--- src/rtl/stream_demux_n_pkg.sv ---
// Shared constants and helpers for the 1-to-N stream demultiplexer.
package stream_demux_n_pkg;

  localparam logic MODE_UNICAST   = 1'b0;
  localparam logic MODE_BROADCAST = 1'b1;

  // Width needed to address n channels; never narrower than one bit.
  function automatic int sel_width(input int n);
    int w;
    w = 1;
    while ((1 << w) < n) w++;
    return w;
  endfunction

endpackage

--- src/rtl/demux_slot.sv ---
// One-entry output buffer: loads a beat, pops on ready, and keeps its data at zero while empty.
module demux_slot #(
  parameter int DATA_W = 1
) (
  input  logic              clk,
  input  logic              rst_n,
  input  logic              load,
  input  logic [DATA_W-1:0] load_data,
  input  logic              out_ready,
  output logic              out_valid,
  output logic [DATA_W-1:0] out_data,
  output logic              free
);

  logic              valid_q, valid_d;
  logic [DATA_W-1:0] data_q, data_d;

  assign free      = !valid_q || out_ready;
  assign out_valid = valid_q;
  assign out_data  = data_q;

  // A load is only issued while the slot is free, so it also covers the pop-and-refill case.
  always_comb begin
    valid_d = valid_q;
    data_d  = data_q;
    if (load) begin
      valid_d = 1'b1;
      data_d  = load_data;
    end else if (valid_q && out_ready) begin
      valid_d = 1'b0;
      data_d  = '0;
    end
  end

  always_ff @(posedge clk or negedge rst_n) begin
    if (!rst_n) begin
      valid_q <= 1'b0;
      data_q  <= '0;
    end else begin
      valid_q <= valid_d;
      data_q  <= data_d;
    end
  end

endmodule

--- src/rtl/stream_demux_n.sv ---
// Registered 1-to-N stream demultiplexer with unicast/broadcast routing and an invalid-select drop counter.
module stream_demux_n
  import stream_demux_n_pkg::*;
#(
  parameter int  N_CH   = 4,
  parameter int  DATA_W = 1,
  parameter int  CNT_W  = 8,
  localparam int SEL_W  = sel_width(N_CH)
) (
  input  logic                     clk,
  input  logic                     rst_n,
  input  logic                     mode,
  input  logic                     in_valid,
  output logic                     in_ready,
  input  logic [DATA_W-1:0]        in_data,
  input  logic [SEL_W-1:0]         in_sel,
  output logic [N_CH-1:0]          out_valid,
  input  logic [N_CH-1:0]          out_ready,
  output logic [N_CH*DATA_W-1:0]   out_data,
  output logic                     err_sel,
  output logic [CNT_W-1:0]         drop_cnt
);

  logic [N_CH-1:0]  sel_hit;
  logic [N_CH-1:0]  free;
  logic [N_CH-1:0]  load;
  logic             sel_ok;
  logic             accept;
  logic             err_q, err_d;
  logic [CNT_W-1:0] cnt_q, cnt_d;

  // sel_ok is low only for selects beyond the last channel (non-power-of-two N_CH).
  assign sel_ok = |sel_hit;
  assign accept = in_valid && in_ready;

  always_comb begin
    if (mode == MODE_BROADCAST) begin
      in_ready = &free;
    end else if (sel_ok) begin
      in_ready = |(free & sel_hit);
    end else begin
      in_ready = 1'b1;
    end
  end

  genvar gi;
  generate
    for (gi = 0; gi < N_CH; gi++) begin : g_ch
      assign sel_hit[gi] = (in_sel == SEL_W'(gi));
      assign load[gi]    = accept && ((mode == MODE_BROADCAST) || sel_hit[gi]);

      demux_slot #(.DATA_W(DATA_W)) u_slot (
        .clk       (clk),
        .rst_n     (rst_n),
        .load      (load[gi]),
        .load_data (in_data),
        .out_ready (out_ready[gi]),
        .out_valid (out_valid[gi]),
        .out_data  (out_data[gi*DATA_W +: DATA_W]),
        .free      (free[gi])
      );
    end
  endgenerate

  always_comb begin
    err_d = accept && (mode == MODE_UNICAST) && !sel_ok;
    cnt_d = cnt_q;
    if (err_d && (cnt_q != {CNT_W{1'b1}})) begin
      cnt_d = cnt_q + CNT_W'(1);
    end
  end

  always_ff @(posedge clk or negedge rst_n) begin
    if (!rst_n) begin
      err_q <= 1'b0;
      cnt_q <= '0;
    end else begin
      err_q <= err_d;
      cnt_q <= cnt_d;
    end
  end

  assign err_sel  = err_q;
  assign drop_cnt = cnt_q;

endmodule

--- config.mk ---
export PLATFORM = sky130hd
export DESIGN_NAME = stream_demux_n
export DESIGN_NICKNAME = d
export VERILOG_FILES = /design/src/rtl/stream_demux_n_pkg.sv /design/src/rtl/demux_slot.sv /design/src/rtl/stream_demux_n.sv
export SDC_FILE = /design/constraint.sdc
export NUM_CORES = 1
export LEC_CHECK = 0
export ABC_AREA = 1
export ABC_CLOCK_PERIOD_IN_PS = 1000
export CORE_MARGIN = 10
export CORE_UTILIZATION = 39
export CTS_BUF_LIST = sky130_fd_sc_hd__clkbuf_16
export CTS_CLUSTER_SIZE = 16
export DETAILED_ROUTE_END_ITERATION = 10
export PLACE_DENSITY = 0.74
export SYNTH_ARGS = -nofsm -noshare
export SYNTH_HDL_FRONTEND = slang
export SYNTH_SLANG_ARGS = --single-unit
--- constraint.sdc ---
create_clock -name clk -period 1 [get_ports clk]
set_input_delay 0.1 -clock clk [delete_from_list [all_inputs] [get_ports clk]]
set_output_delay 0.1 -clock clk [all_outputs]
set_load 0.02 [all_outputs]
==> impl_results.md, run 1 <==
- IO Pins: 29
- Commonest cells after routing, fill and taps aside: dfrtp_1, nand2_1, clkdlybuf4s50_1, buf_4
- Drt pass-1 iters: 2
- Count of different cell masters after synthesis: 17
- Post-synthesis cell area: 805.8 sq um
- Largest family of logic cells by synthesized area: simple AND/OR/NAND/NOR gates
- Routed Antenna Nets: 0
- Clk_skew: 3.344 ps
- Placement Rows: 16
- Switch share: 26.95%
- Combinational group share of total power: 25.5%
- TritonCTS clock tree: done
- Clk root buf: clkbuf_16
- Post-CTS Hold Buffers: 0
- Num Clock Sinks: 17
- Max frequency: 0.7819 GHz
- Maximum clock insertion buffer count: 2
- Total Neg Setup Slack: -1859 ps
- Worst-Skew Late Latency: 250 ps
- Final worst slack: -278.9 ps
- Core area: 0.001962 sq mm
- Number of port buffers: 28
- Setup crit start: g_ch[3].u_slot.out_valid$_DFFE_PN0P_
- Compound-cell area share of the yosys netlist: 7.298%
- Post-route DRC violation count: 0
- Routed WL: 1841 um
- Pre-CTS setup slack: -766.1 ps
- Sequential share of power: 37.2%
- Average wire per cell in the routed design: 13.44 um
- Diode count: 0
- Cells after Synth: 86
- Initial antenna violation count: 0
- Clock share of power: 37.4%
- Footprint of the multi-input gates: 269.0 sq um
- Synthesized-area fraction occupied by xor and xnor cells: 0%
- Congestion Overflow GR: 0
- Fin nets: 122
- Die height: 65.46 um
- Failing checks: setup timing
- Worst setup path class: register to primary output
- Hold Path Class: input pin to asynchronous set/reset pin
- DR vias: 609
- P_sw: 0.0005646 W
- Inserted Clock Buffers: 3
- Post-synthesis mux area share: 0%
- Clock transition at the registers of the reported paths: 50 ps
- Die area: 0.004284 sq mm
- CP Capture Type: primary output
- H-Tree Depth: 1
- Period utilisation layout: 127.9%
- Most common cell after layout, fill and taps aside: dfrtp_1
- Placer Congestion: 0.9303
- Post-DP HPWL: 1461 um
- Yosys Warn Count: 0
- First-pass GRT wire length: 2884 um
- Register area: 425.4 sq um
- Syn nets: 97
- Fin crit period: 1279 ps
- Critical Path Start Type: register
- Post-synthesis simple-gate area fraction: 24.38%
- Vias in the first global route: 637
- Via/cell ratio: 4.445
- Initial core utilization: 41.07%
- Reg-to-reg startpoint: g_ch[3].u_slot.out_valid$_DFFE_PN0P_
- # fillers: 192
- CP required: 900 ps
- Hold_ws: 183.7 ps
- Max-cap check violation count: 0
- Status: finished with violations
- Starting DRT DRC Count: 9
- Die W: 65.46 um
- CP arrival: 1180 ps
- Layout cells sized above 1: 42.73%
- Max FO, Critical Path: 3
- Sequential area share after synthesis: 52.80%
- Int Power: 0.001531 W
- Yosys reg bits: 17
- Endpoints failing hold: 0
- VDD IR max: 1674 uV
- Synthesis-to-finish area growth: 43.79%
- GRT Total Usage: 8.652%
- Final Slew Violations: 0
- LEAKAGE: 0.6207 nW
- Synth Area in Adders: 0%
- RSZ-0062 raised after global routing: true
- Mean area per synthesized cell: 9.369 sq um
- Largest net degree at the start of global routing: 18
- PD cells: 1808 mW/mm^2
- Final setup fails: 9
==> per-layer routing <==
metal / wire length [um] / GRT usage, %
met1: 717 / 8.580
met2: 867 / 13.54
met3: 219 / 6.102
met4: 36 / 4.011
met5: 0 / 0
==> logic make-up after synthesis <==
kind of cell	count (synthesis)
AO/OA/AOI/OAI	9
buffers and inverters	24
flip-flops	17
other	1
AND/OR/NAND/NOR	35
==> flip-flops by register name, summed over array words and instances, names as in the netlist <==
name,cells
g_ch.u_slot.out_valid,4
g_ch.u_slot.out_data,4
err_sel,1
drop_cnt,8
==> timing repair <==
| action | 4_1_cts | 5_1_grt |
|---|---|---|
| setup endpoints to repair | 26 | 21 |
| resized for setup | 70 | 12 |
| pin swaps | 7 | 1 |
| buffers inserted | 0 | 1 |
==> critical path: stages (launching register included) <==
cell     delay (ps)
dfrtp_1         380
nand2_2         110
nand2_2          60
o21ai_2         120
nand2_2          80
nand2_4          60
buf_6           110
==> path summary, 6_finish.rpt <==
kind | end | slack, ps | depth (start not counted)
setup / recovery | in_ready | -280 | 6
hold / removal | g_ch[2].u_slot.out_data$_DFFE_PN0P_ | 180 | 2
setup reg to reg | g_ch[1].u_slot.out_data$_DFFE_PN0P_ | -260 | 9
hold reg to reg | drop_cnt[3]$_DFFE_PN0P_ | 370 | 0
max in group asynchronous | drop_cnt[4]$_DFFE_PN0P_ | 630 | 2
min in group clk | drop_cnt[3]$_DFFE_PN0P_ | 370 | 0
==> power groups by stage <==
stage | Sequential, W | Clock [W] | Combinational, W
after CTS | 0.000781 | 0.000795 | 0.000545
after global placement | 0.000787 | 0 | 0.000530
after global routing | 0.000788 | 0.000823 | 0.000578
final | 0.000779 | 0.000783 | 0.000533
after detailed placement | 0.000792 | 0 | 0.000543
after floorplan | 0.000790 | 0 | 0.000332
==> Yosys cell counts <==
| cell type | n | share of area (%) |
|---|---|---|
| conb_1 | 1 | 0.47 |
| o21ai_2 | 1 | 1.1 |
| nand2_2 | 5 | 3.9 |
| inv_2 | 2 | 0.93 |
| clkbuf_2 | 1 | 0.62 |
| nand2_1 | 16 | 7.5 |
| nand4_1 | 4 | 3.1 |
| a21boi_0 | 4 | 3.7 |
| nand3_2 | 5 | 6.2 |
| o21ai_0 | 4 | 2.5 |
| dfrtp_1 | 17 | 53 |
| nand3_1 | 3 | 1.9 |
| nand2_4 | 1 | 1.4 |
| nor2_1 | 1 | 0.47 |
| buf_4 | 8 | 7.5 |
| inv_1 | 5 | 2.3 |
| clkbuf_1 | 8 | 3.7 |
==> cell type report <==
cell class	instances	share of cell area, %
clock inverters	1	0.3240
well taps	27	2.916
flip-flops and latches	17	36.72
multi-input cells	45	23.22
clock buffers	3	6.479
inverters	7	2.268
repair buffers	37	28.08
==> per-stage QoR <==
| step | utilization (%) | total power [W] | instances | instance area (sq um) |
|---|---|---|---|---|
| 2_1_floorplan | - | 0.001122 | 86 | 805.8 |
| 3_3_place_gp | 55.68 | 0.001317 | 133 | 1092 |
| 3_5_place_dp | 55.68 | 0.001335 | 133 | 1092 |
| 4_1_cts | 60.84 | 0.002122 | 137 | 1194 |
| 5_1_grt | 59.06 | 0.002189 | 137 | 1159 |
| 6_report | 59.06 | 0.002095 | 137 | 1159 |
Note: power is estimated with default switching activity, not from simulation.
==> inputs of run 2 (changes only) <==
--- a/config.mk
+++ b/config.mk
@@ -5,14 +5,15 @@
 export SDC_FILE = /design/constraint.sdc
 export NUM_CORES = 1
 export LEC_CHECK = 0
-export ABC_AREA = 1
+export ABC_AREA = 0
 export ABC_CLOCK_PERIOD_IN_PS = 1000
 export CORE_MARGIN = 10
-export CORE_UTILIZATION = 39
+export CORE_UTILIZATION = 38
 export CTS_BUF_LIST = sky130_fd_sc_hd__clkbuf_16
 export CTS_CLUSTER_SIZE = 16
 export DETAILED_ROUTE_END_ITERATION = 10
-export PLACE_DENSITY = 0.74
+export PLACE_DENSITY = 0.73
+export SETUP_SLACK_MARGIN = 0.1
 export SYNTH_ARGS = -nofsm -noshare
 export SYNTH_HDL_FRONTEND = slang
 export SYNTH_SLANG_ARGS = --single-unit
==> impl_results.md, run 2 <==
- Post-synthesis cell area: 772.0 sq um
- Post-CTS Hold Buffers: 0
- Maximum clock insertion buffer count: 2
- Yosys Warn Count: 0
- Cell family with most CP delay: compound AO/OA/AOI/OAI gates
- Largest register FFs: 8
- Die height: 65.07 um
- Layout cells sized above 1: 58.41%
- Crit-path cells: nand2b_4 > a41oi_4 > nor3_4 > a41oi_2 > mux2_4
- Max FO, Critical Path: 4
- Failing checks: setup timing
- Mean area per synthesized cell: 10.58 sq um
- Hold Path Class: input pin to asynchronous set/reset pin
- IO Pins: 29
- Syn nets: 84
- Area contributors post-synth: dfrtp_1, buf_4, nand2_1
- Die W: 65.07 um
- Post-synth top flop: dfrtp_1
- Fin crit period: 1482 ps
- Average wire per cell in the routed design: 14.84 um
- Count of different cell masters after synthesis: 22
- Clk root buf: clkbuf_16
- Initial antenna violation count: 0
- Placer Congestion: 0.7492
- Power, Total: 0.002335 W
- Inserted Clock Buffers: 3
- Status: finished with violations
- CP arrival: 1610 ps
- Cells after Synth: 73
- Post-DP HPWL: 1495 um
- Area share of the largest cell type after synthesis: 55.11%
- Top layer in use: met4
- DR WL met2: 1017 um
- Asr flop ratio synth: 100.0%
- Routed WL: 2078 um
- Final Slew Violations: 0
- Sequential area share after synthesis: 55.11%
- DR vias: 648
- Core area: 0.001942 sq mm
- Most common cell in the netlist: dfrtp_1
- First-pass GRT wire length: 3401 um
- Worst-Skew Late Latency: 240 ps
- Slowest cell delay on critical path: 390 ps
- # fillers: 146
- Synthesis-to-finish area growth: 73.26%
- CP Capture Type: register
- Final setup fails: 13
- Yosys top cell by area: dfrtp_1
- Num Clock Sinks: 17
- Largest net degree at the start of global routing: 18
- Worst setup path class: register to register
- Post-layout util: 68.88%
- Congestion Overflow GR: 0
- LEAKAGE: 0.6862 nW
- Fin nets: 125
- Max frequency: 0.6748 GHz
- H-Tree Depth: 1
- Final worst slack: -481.9 ps
- EDFF count, synth: 0
- Placement Rows: 16
- RSZ-0062 raised after global routing: true
- Diode count: 0
- Yosys reg bits: 17
- VDD IR max: 1200 uV
- Hold_ws: 175.6 ps
- Commonest cells after routing, fill and taps aside: buf_4, dfrtp_1, buf_6
- Routed Antenna Nets: 0
- Drt pass-1 iters: 3
- Slowest-stage cell, CP: dfrtp_1
- TritonCTS clock tree: done
- Starting DRT DRC Count: 29
- Number of port buffers: 28
- Clk_skew: 3.709 ps
- CP bufs+invs: 0
- Routed metal-1 wire length: 889 um
- GRT Total Usage: 9.919%
- Metal3 WL: 163 um
- Most common cell after layout, fill and taps aside: buf_4
- Vias in the first global route: 738
- Post-route DRC violation count: 0
- Die area: 0.004234 sq mm
- Initial core utilization: 39.76%
- Clock transition at the registers of the reported paths: 50 ps
- PD cells: 1746 mW/mm^2
- Endpoints failing hold: 0
- Period utilisation layout: 148.2%
- Via/cell ratio: 4.629
- Most frequent cells after synthesis: dfrtp_1, nand2_1, buf_4, clkbuf_1, nand2b_1
- Max-cap check violation count: 0
- CP required: 1130 ps
- Critical Path Start Type: register
-- run 2: final cells by class --
type                            count  area, sq um  share of cell area, %
Timing Repair Buffer               52        435.4                  32.55
Clock inverter                      1        3.754                 0.2806
Inverter                            2        7.507                 0.5613
Tap cell                           27        33.78                  2.526
Multi-Input combinational cell     38        356.6                  26.66
Clock buffer                        3        75.07                  5.613
Sequential cell                    17        425.4                  31.81
-- run 2: routing by layer --
layer,up-vias,global-route usage [%]
met5,-,0
li1,314,-
met3,2,3.952
met2,19,17.00
met4,0,2.406
met1,313,11.24
-- run 2: power by group --
group / internal, W / switching [W] / leakage (nW)
clock: 0.000529 / 0.000234 / 0.0423
sequential: 0.000762 / 0.0000532 / 0.226
combinational: 0.000413 / 0.000344 / 0.418
total: 0.00170 / 0.000632 / 0.686
-- run 2: path summary, 6_finish.rpt --
check | cells after the start | endpoint | slack (ps) | from
max in group asynchronous | 2 | g_ch[1].u_slot.out_data$_DFFE_PN0P_ | 640 | rst_n
min in group clk | 0 | drop_cnt[7]$_DFFE_PN0P_ | 370 | drop_cnt[7]$_DFFE_PN0P_
hold / removal | 2 | drop_cnt[5]$_DFFE_PN0P_ | 180 | rst_n
setup reg to reg | 5 | g_ch[2].u_slot.out_data$_DFFE_PN0P_ | -480 | g_ch[3].u_slot.out_valid$_DFFE_PN0P_
hold reg to reg | 0 | drop_cnt[7]$_DFFE_PN0P_ | 370 | drop_cnt[7]$_DFFE_PN0P_
setup / recovery | 5 | g_ch[2].u_slot.out_data$_DFFE_PN0P_ | -480 | g_ch[3].u_slot.out_valid$_DFFE_PN0P_
-- run 2: timing repair --
action | 4_1_cts | 5_1_grt
buffers inserted | 4 | 4
gates resized for setup | 100 | 11
setup endpoints to repair | 26 | 16
pin swaps | 5 | 4
-- run 2: stage by stage --
step	area, sq um	setup slack, ps	TNS (ps)	instances
floorplan	802.0	-413.9	-1664	73
global placement	1161	-837.5	-6357	130
detailed placement	1161	-899.8	-6905	130
CTS	1284	-466.4	-2943	137
global route	1338	-528.1	-4010	140
finish	1338	-481.9	-3422	140
-- run 2: kinds of logic (layout without fill, tap and decap cells) --
| logic type | after synthesis | in the layout | synth area share [%] |
|---|---|---|---|
| buffers and inverters | 18 | 58 | 12.64 |
| AND/OR/NAND/NOR | 22 | 22 | 15.72 |
| AO/OA/AOI/OAI | 12 | 12 | 11.67 |
| other | 1 | 1 | 0.4858 |
| multiplexers | 3 | 3 | 4.376 |
| flip-flops | 17 | 17 | 55.11 |
==> inputs of run 3 (changes only) <==
--- a/config.mk
+++ b/config.mk
@@ -12,8 +12,10 @@
 export CTS_BUF_LIST = sky130_fd_sc_hd__clkbuf_16
 export CTS_CLUSTER_SIZE = 16
 export DETAILED_ROUTE_END_ITERATION = 10
+export GPL_TIMING_DRIVEN = 1
 export PLACE_DENSITY = 0.73
 export SETUP_SLACK_MARGIN = 0.1
+export SLEW_MARGIN = 20
 export SYNTH_ARGS = -nofsm -noshare
 export SYNTH_HDL_FRONTEND = slang
 export SYNTH_SLANG_ARGS = --single-unit
==> constraint.sdc (replaced) <==
create_clock -name clk -period 1 [get_ports clk]
set_input_delay 0.1 -clock clk [delete_from_list [all_inputs] [get_ports clk]]
set_output_delay 0.1 -clock clk [all_outputs]
set_load 0.05 [all_outputs]
==> impl_results.md, run 3 (synthesis gave the netlist of run 2 again) <==
- Post-route DRC violation count: 0
- Initial core utilization: 39.76%
- Commonest cells after routing, fill and taps aside: buf_4, dfrtp_1, buf_12
- Inserted Clock Buffers: 3
- Die area: 0.004234 sq mm
- Die W: 65.07 um
- Post-CTS Hold Buffers: 0
- Failing checks: setup timing
- Via/cell ratio: 4.734
- Routed WL: 2506 um
- LEAKAGE: 0.7495 nW
- Reg-to-reg startpoint: g_ch[0].u_slot.out_valid$_DFFE_PN0P_
- TritonCTS clock tree: done
- IO Pins: 29
- Status: finished with violations
- Post-layout util: 82.47%
- Power, Total: 0.002858 W
- Drt pass-1 iters: 4
- Layout cells sized above 1: 57.76%
- Initial antenna violation count: 0
- Final instance area: 0.001602 sq mm
- Hold Path Class: input pin to asynchronous set/reset pin
- Worst setup path class: register to primary output
- Average wire per cell in the routed design: 17.52 um
- CP required: 900 ps
- Number of port buffers: 28
- Clock transition at the registers of the reported paths: 50 ps
- Max frequency: 0.6328 GHz
- PD cells: 1784 mW/mm^2
- Fin nets: 128
- DP Area: 0.001318 sq mm
- Diode count: 0
- Synthesis-to-finish area growth: 107.5%
- Max FO, Critical Path: 4
- Post-DP HPWL: 1620 um
- Num Clock Sinks: 17
- DR vias: 677
- Vias in the first global route: 802
- Fin crit period: 1580 ps
- Placer Congestion: 0.7814
- Hold_ws: 202.8 ps
- Setup crit start: g_ch[0].u_slot.out_valid$_DFFE_PN0P_
- Die height: 65.07 um
- Final worst slack: -580.2 ps
- Largest register FFs: 8
- Max-cap check violation count: 0
- Congestion Overflow GR: 0
- CP Capture Type: primary output
- Clk root buf: clkbuf_16
- Clk_skew: 2.140 ps
- CP arrival: 1480 ps
- First-pass GRT wire length: 3781 um
- GRT Total Usage: 11.14%
- Placement Rows: 16
- Core area: 0.001942 sq mm
- H-Tree Depth: 1
- Most common cell after layout, fill and taps aside: buf_4
- Maximum clock insertion buffer count: 2
- Critical Path Start Type: register
- Largest net degree at the start of global routing: 18
- Routed Antenna Nets: 0
- Starting DRT DRC Count: 30
- VDD IR max: 1450 uV
- Worst-Skew Late Latency: 240 ps
- Endpoints failing hold: 0
- Total Neg Setup Slack: -3732 ps
- Period utilisation layout: 158.0%
- Final Slew Violations: 0
- RSZ-0062 raised after global routing: true
- Final setup fails: 12
[run 3: cell types whose count changed in the layout (fill, tap and decap cells not counted), sizes merged]
| cell | before | now |
|---|---|---|
| buf | 42 | 45 |
[run 3: area by class of cell]
cell class / count / area [sq um]
repair buffers: 55 / 680.7
flip-flops and latches: 17 / 425.4
multi-input cells: 38 / 375.4
fillers: 97 / 340.3
clock buffers: 3 / 75.07
well taps: 27 / 33.78
inverters: 2 / 7.507
clock inverters: 1 / 3.754
[run 3: report_power, final]
part           internal [W]  leakage, nW  switching [W]  total [W]
Combinational      0.000662        0.482       0.000599    0.00126
Sequential         0.000763        0.226      0.0000663   0.000829
Clock              0.000529       0.0423       0.000239   0.000769
Total               0.00195        0.750       0.000904    0.00286
[run 3: worst paths after layout]
path | endpoint | slack (ps) | depth (start not counted)
max | in_ready | -580 | 6
min | drop_cnt[5]$_DFFE_PN0P_ | 200 | 2
max reg2reg | g_ch[3].u_slot.out_data$_DFFE_PN0P_ | -550 | 5
min reg2reg | drop_cnt[4]$_DFFE_PN0P_ | 430 | 0
max in group asynchronous | g_ch[0].u_slot.out_valid$_DFFE_PN0P_ | 610 | 2
min in group clk | drop_cnt[4]$_DFFE_PN0P_ | 430 | 0
[run 3: critical path, stage by stage, from the launching register on]
cell and delay, ps:
dfrtp_1 410, nand2b_4 100, nand2_2 100, nand3_4 90, a311oi_2 290, a21oi_2 80
buf_6 160
[run 3: metal layers]
layer	up-vias	part of all wire (%)	global-route usage, %
met5	-	0	0
met1	326	39	10.92
li1	322	-	-
met2	25	52	18.60
met4	0	1.6	6.150
met3	4	8.0	5.842
[run 3: through the flow]
stage	instances	setup slack, ps
3_5_place_dp	130	-843.5
5_1_grt	143	-609.7
3_3_place_gp	130	-766.2
2_1_floorplan	73	-414.9
4_1_cts	138	-499.6
6_report	143	-580.2
[run 3: repair_timing]
| action | CTS | global route |
|---|---|---|
| resized for setup | 24 | 8 |
| setup endpoints to repair | 25 | 26 |
| pin swaps | 5 | 7 |
| setup buffers | 7 | 6 |
